**src/rtl/uart_tx_arbiter.sv**
```systemverilog
// Round-robin arbiter sharing one uart_send transmitter between NUM_REQ requesters; times each frame locally.
// Optional macro UART_TX_ARB_FIXED_PRIO_EN: lowest asserted index always wins instead of round-robin.
module uart_tx_arbiter #(
  parameter int unsigned NUM_REQ  = 4,
  parameter int unsigned baudRate = 9600,
  parameter int unsigned clkFreq  = 100_000_000
) (
  input  logic                       clk,
  input  logic                       rst_n,
  input  logic [NUM_REQ-1:0]         req_valid,
  input  logic [8*NUM_REQ-1:0]       req_data,
  output logic [NUM_REQ-1:0]         req_ack,
  output logic [7:0]                 tx_data,
  output logic                       tx_trigger,
  output logic [$clog2(NUM_REQ)-1:0] grant_id,
  output logic                       busy
);
  localparam int unsigned ID_W         = $clog2(NUM_REQ);
  localparam int unsigned P            = clkFreq / baudRate;
  localparam int unsigned FRAME_CYCLES = 10 * (P + 1) + 1;
  localparam int unsigned CNT_W        = $clog2(FRAME_CYCLES + 1);
  localparam logic [CNT_W-1:0] HOLD_LOAD  = CNT_W'(FRAME_CYCLES - 1);
  localparam logic [CNT_W-1:0] FRAME_LOAD = CNT_W'(FRAME_CYCLES - 2);
  localparam logic [ID_W-1:0]  LAST_RST   = ID_W'(NUM_REQ - 1);

  typedef enum logic [1:0] {HOLDOFF, IDLE, GRANT, FRAME} state_t;

  state_t             state, state_nxt;
  logic [CNT_W-1:0]   cnt, cnt_nxt;
  logic [ID_W-1:0]    last_grant, last_nxt;
  logic [ID_W-1:0]    cand, win, gid_nxt;
  logic               found;
  logic [7:0]         win_data, data_nxt;
  logic [NUM_REQ-1:0] ack_nxt;
  logic               trig_nxt, busy_nxt;

  always_comb begin
    found    = 1'b0;
    win      = '0;
    cand     = '0;
    win_data = '0;
    for (int unsigned i = 0; i < NUM_REQ; i++) begin
`ifdef UART_TX_ARB_FIXED_PRIO_EN
      cand = ID_W'(i);
`else
      cand = ID_W'((32'(last_grant) + 1 + i) % NUM_REQ);
`endif
      if (!found && req_valid[cand]) begin
        found = 1'b1;
        win   = cand;
      end
    end
    for (int unsigned i = 0; i < NUM_REQ; i++) begin
      if (win == ID_W'(i)) win_data = req_data[8*i +: 8];
    end
  end

  // Outputs are registered by decoding them from the next state.
  always_comb begin
    state_nxt = state;
    cnt_nxt   = cnt;
    last_nxt  = last_grant;
    ack_nxt   = '0;
    trig_nxt  = 1'b0;
    data_nxt  = tx_data;
    gid_nxt   = grant_id;
    busy_nxt  = 1'b1;
    case (state)
      HOLDOFF: begin
        if (cnt == '0) begin
          state_nxt = IDLE;
          busy_nxt  = 1'b0;
        end else begin
          cnt_nxt = cnt - CNT_W'(1);
        end
      end
      IDLE: begin
        busy_nxt = 1'b0;
        if (found) begin
          state_nxt    = GRANT;
          busy_nxt     = 1'b1;
          trig_nxt     = 1'b1;
          ack_nxt[win] = 1'b1;
          data_nxt     = win_data;
          gid_nxt      = win;
          last_nxt     = win;
        end
      end
      GRANT: begin
        state_nxt = FRAME;
        cnt_nxt   = FRAME_LOAD;
      end
      FRAME: begin
        if (cnt == '0) begin
          state_nxt = IDLE;
          busy_nxt  = 1'b0;
        end else begin
          cnt_nxt = cnt - CNT_W'(1);
        end
      end
    endcase
  end

  always_ff @(posedge clk or negedge rst_n) begin
    if (!rst_n) begin
      state      <= HOLDOFF;
      cnt        <= HOLD_LOAD;
      last_grant <= LAST_RST;
      req_ack    <= '0;
      tx_trigger <= 1'b0;
      tx_data    <= 8'h00;
      grant_id   <= '0;
      busy       <= 1'b1;
    end else begin
      state      <= state_nxt;
      cnt        <= cnt_nxt;
      last_grant <= last_nxt;
      req_ack    <= ack_nxt;
      tx_trigger <= trig_nxt;
      tx_data    <= data_nxt;
      grant_id   <= gid_nxt;
      busy       <= busy_nxt;
    end
  end
endmodule

```
**config.mk**
```make
export PLATFORM = sky130hd
export DESIGN_NAME = uart_tx_arbiter
export DESIGN_NICKNAME = d
export VERILOG_FILES = /design/src/rtl/uart_tx_arbiter.sv
export SDC_FILE = /design/constraint.sdc
export NUM_CORES = 1
export LEC_CHECK = 0
export ABC_AREA = 0
export BUFFER_PORTS_ARGS = -buffer_cell sky130_fd_sc_hd__buf_2
export CORE_MARGIN = 2
export CORE_UTILIZATION = 50
export DETAILED_ROUTE_END_ITERATION = 16
export GPL_ROUTABILITY_DRIVEN = 0
export PLACE_DENSITY = 0.85
export SYNTH_ARGS = -nofsm -noshare
export SYNTH_HDL_FRONTEND = slang
export SYNTH_SLANG_ARGS = --single-unit
```
**constraint.sdc**
```tcl
create_clock -name clk -period 2.6 [get_ports clk]
set_clock_uncertainty 0.15 [all_clocks]
set_input_delay 0.13 -clock clk [delete_from_list [all_inputs] [get_ports clk]]
set_output_delay 0.13 -clock clk [all_outputs]
set_load 0.01 [all_outputs]
```
## Word-level counts from Yosys, hierarchy flattened

Cells that the tools add are included.

- Register bits: 37
- Bits of input ports: 38
- Output and inout bits: 16
- Word-level logic and storage cells: 76

- Add/sub/neg operators: 5
- $lt $le $gt $ge: 6
- Equal/unequal tests: 9
- Multiplexer cells: 33
- Reductions and logical operators: 15

Operator list:

| kind | number |
|---|---|
| 17-bit case mux with 2 select lines | 1 |
| 8-bit 2-to-1 mux | 4 |
| 17-bit zero test | 1 |
| 17-bit 2-to-1 mux | 1 |
| 17-bit by 1-bit subtractor with 17-bit output, second input constant | 1 |
| 2-bit by 3-bit < comparator with 1-bit output, second input constant | 5 |
| 1-bit 2-to-1 mux | 12 |
| 2-bit 2-to-1 mux | 6 |
| 1-bit binary-select mux with 2-bit select | 4 |
| 2-bit equality test, second input constant | 4 |
| 4-bit 2-to-1 mux | 2 |
| 2-bit case mux with 3 select lines | 1 |
| 2-bit AND reduction | 3 |
| 2-bit by 1-bit adder with 2-bit output, second input constant | 2 |
| 2-bit adder, second input constant | 2 |
| 2-bit by 1-bit equality test with 1-bit output, second input constant | 2 |
| 1-bit logical AND | 4 |
| 2-bit zero test | 2 |
| 2-bit inequality test, second input constant | 2 |
| 1-bit zero test | 3 |
| 1-bit demux with 2-bit select | 1 |
| 2-bit by 1-bit greater-or-equal comparator with 1-bit output, second input constant | 1 |
| 2-bit by 1-bit inequality test with 1-bit output, second input constant | 1 |
| 1-bit case mux with 2 select lines | 1 |
| 2 further kinds | 2 |

## Logic depth before layout (Yosys ltp)

- Depth in word-level cells: 19
- Gate-level depth with buffers: 8

## Worst setup path before layout

No wires, ideal clock.

- Path type: register to register
- Start: register cnt[14]
- End: register cnt[6]
- Library setup time: 0.096 ns
- Data arrival time: 1.997 ns
- Data required time: 2.354 ns
- Path slack: 0.357 ns
- Stages on the path, launching flop included: 6
- Cell sequence: dfrtp_1 or3_4 or4_4 or4_4 a311oi_2 a41oi_1

- Word-level cells in the longest chain between the ends: 3

RTL lines:

| item | line | source |
|---|---|---|
| start, declared | 29 | `logic [CNT_W-1:0] cnt, cnt_nxt;` |
| start signal, assigned | 116 | `cnt <= cnt_nxt;` |
| 17-bit zero test | 70, 94 |  |
| 2-bit inequality test (no source line) | - |  |
| 2-bit AND reduction (no source line) | - |  |

Every way passes these cells.
A chain may end at the register's enable or synchronous reset.

## Worst setup path after layout

Same ends and word-level chain as after synthesis.

==> results.cfg <==
[routing]
wire_per_inst_um = 12.8
totalWireLength_um = 3940
dr_total_vias = 1641
drc = 0
drtIter0Drc = 167
vias_per_cell = 5.33
drt_pre_antenna_iters = 4
drtAntennaViolNets = 0

[sta]
fmax_ghz = 0.435
tns_ns = 0
rsz0062_at_grt = no
finalCriticalPeriod_ns = 2.30
layout_setup_ws_ns = 0.303
hold_viol_final = 0
setup_viol = 0
worst_pin_slew_ns = 0.770
report.final.slew_viol_count = 0
hold_slack_ns = 0.0108
period_share_pct = 88.4
relSlewSlack_pct = 48.6

[power_and_ir_drop]
combPwrFrac_pct = 42.2
power.leakage_nw = 1.18
switching_share_pct = 36.8
power.switching_mw = 0.966
pwr-share-seq_pct = 39.4
p_per_area_nw_per_um2 = 1060
clockPowerShare_pct = 18.4
power_mw = 2.62
vdd_drop_max_v = 0.000616
internal_power_mw = 1.66

[final_layout]
fin_util_pct = 62.7
syn2layout_area_growth_pct = 22.8
fin_area_um2 = 2470
n_antenna_cell = 0
instances_no_fill = 308
final_nets = 300
drive_gt1_share_pct = 33.7

[global_route]
grt_pass1_vias = 1497
antenna_found_initial = 0
grt_overflow = 0
grt_usage_pct = 18.9
grt_max_degree = 38
grt_pass1_wl_um = 6500

[placement]
dp_hpwl_um = 3040
dp.cells = 299
dpl_cell_area_um2 = 2350
portBuffers = 53
post-place-ws_ns = 0.305

[critical_path]
criticalPathCategory = flop to flop
r2r-end = cnt[6]$_DFFE_PN1P_
start_kind = flop
r2r_cells = 5
critPathMaxFanout = 4
cp.required_ns = 2.65
endpoint_kind = flop
arrival_ns = 2.34
r2r_setup_slack_ns = 0.30
r2r-start = cnt[14]$_DFFE_PN0P_

[logic_synthesis]
yosysTopAreaCell = dfrtp_1
synth.yosys.seq_area_share_pct = 46.8
syn_nets = 242
ys_warn_count = 0
async_reset_ff_share_pct = 100
synth_ff_type = dfrtp_1
synthTopCellsByArea = dfrtp_1, dfstp_2, mux2i_1
synth_cells = 199
synth_area_per_cell_um2 = 10.1
synth_edf_count = 0
synth_top_area_share_pct = 29.9
ys_seq_elements = 37
synthesis.area_um2 = 2010
synth_cell_types = 41

[floorplanning]
initial_core_util_pct = 51.0
rows = 23
io_pins = 54
die_x_um = 67.4
design.core.area_um2 = 3940
die_area_um2 = 4550
die_height_um = 67.4

[hold_path]
hold_class = input port to flop
holdPathEnd = tx_data[1]$_DFFE_PN0P_
hold_path_depth = 3
hold_start = req_data[1]

[clock_network]
htree_num_levels = 2
cts_tree = done
path_clk_slew_ns = 0.08
cts_root_buffer = clkbuf_8
numCtsBuffers = 5
cts_buffer_depth = 2
clock_latency_ns = 0.28
cts_setup_buffers = 0
cts_num_sinks = 37

[outcome]
status = finished, final reports clean

[flow_run]
drv_cap = 0
==> flip-flops by register name, summed over array words and instances (netlist names) <==
| signal | cells |
|---|---|
| last_grant | 2 |
| cnt | 17 |
| req_ack | 4 |
| tx_trigger | 1 |
| state | 2 |
| tx_data | 8 |
| grant_id | 2 |
| busy | 1 |
==> worst max path at each step <==
stage / depth (start not counted) / from / slack (ns) / end
3_3_place_gp: 5 / cnt[14]$_DFFE_PN0P_ / 0.32 / cnt[6]$_DFFE_PN1P_
3_5_place_dp: 5 / cnt[14]$_DFFE_PN0P_ / 0.31 / cnt[6]$_DFFE_PN1P_
5_1_grt: 5 / cnt[7]$_DFFE_PN1P_ / 0.21 / cnt[14]$_DFFE_PN0P_
6_report: 5 / cnt[14]$_DFFE_PN0P_ / 0.30 / cnt[6]$_DFFE_PN1P_
4_1_cts: 5 / cnt[14]$_DFFE_PN0P_ / 0.29 / cnt[6]$_DFFE_PN1P_
2_1_floorplan: 5 / cnt[14]$_DFFE_PN0P_ / 0.36 / cnt[6]$_DFFE_PN1P_
==> final cells by class <==
| type | count | area [µm²] |
|---|---|---|
| sequential | 37 | 942 |
| fill | 322 | 1470 |
| timing repair buffer | 58 | 305 |
| clock inverter | 3 | 46.3 |
| clock buffer | 5 | 68.8 |
| tap | 50 | 62.6 |
| multi-input combinational | 145 | 1010 |
| inverter | 10 | 37.5 |
==> synth_stat cells (2+ instances only) <==
cell type / number
o221ai_1: 8
o21ai_0: 5
a31oi_1: 2
nor4_1: 4
nor2_1: 11
dfrtp_1: 24
mux2i_1: 23
nor3_1: 4
clkbuf_1: 5
or4_4: 2
xnor2_1: 5
o211ai_1: 2
or3_1: 4
a211oi_1: 2
nand3_1: 4
dfstp_2: 13
nand2b_1: 8
inv_1: 10
nor4b_1: 2
nand2_1: 28
a21oi_1: 7
ha_1: 5
a21o_1: 3
==> routing by layer <==
layer / up-vias / share of wire [%] / track usage, %
met3: 5 / 3.1 / 4.17
met5: - / 0 / 0
li1: 835 / - / -
met1: 770 / 45 / 24.5
met4: 0 / 1.1 / 7.14
met2: 31 / 51 / 30.8
==> logic make-up after synthesis <==
logic type / Yosys count / share of synthesized area, %
buffers and inverters: 17 / 3.23
AOI/OAI and AO/OA: 37 / 13.5
adders and majority gates: 5 / 3.11
xor gates and xnor gates: 5 / 2.18
and+or+nand+nor: 75 / 19.7
DFF: 37 / 46.8
muxes: 23 / 11.4
==> power groups by stage <==
stage | clock, mW | sequential, mW | combinational, mW
after floorplan | 0 | 1.05 | 0.737
after global placement | 0 | 1.03 | 1.08
after detailed placement | 0 | 1.04 | 1.12
after CTS | 0.498 | 1.03 | 1.12
after global routing | 0.529 | 1.07 | 1.25
final | 0.483 | 1.03 | 1.11
==> cell usage in the layout (no fill, tap or decap), types with 5 or more instances in the layout <==
cell type / count
inv_1: 10
buf_2: 53
o221ai_1: 8
xnor2_1: 5
nand2b_1: 8
clkbuf_8: 5
nand2_1: 28
a21oi_1: 6
dfrtp_1: 24
ha_1: 5
mux2i_1: 23
o21ai_0: 5
dfstp_2: 13
nor2_1: 11
==> timing repair <==
action	4_1_cts	5_1_grt
gates resized for setup	0	0
hold buffers	1	0
endpoints found under the hold margin	24	0
==> critical path, cell delays in order (launching register included) <==
cell and delay (ns):
dfrtp_1 0.39, or3_4 0.41, or4_4 0.51, or4_4 0.45, a311oi_2 0.24, a41oi_1 0.06
No activity file was read; power rests on OpenSTA's default activity.
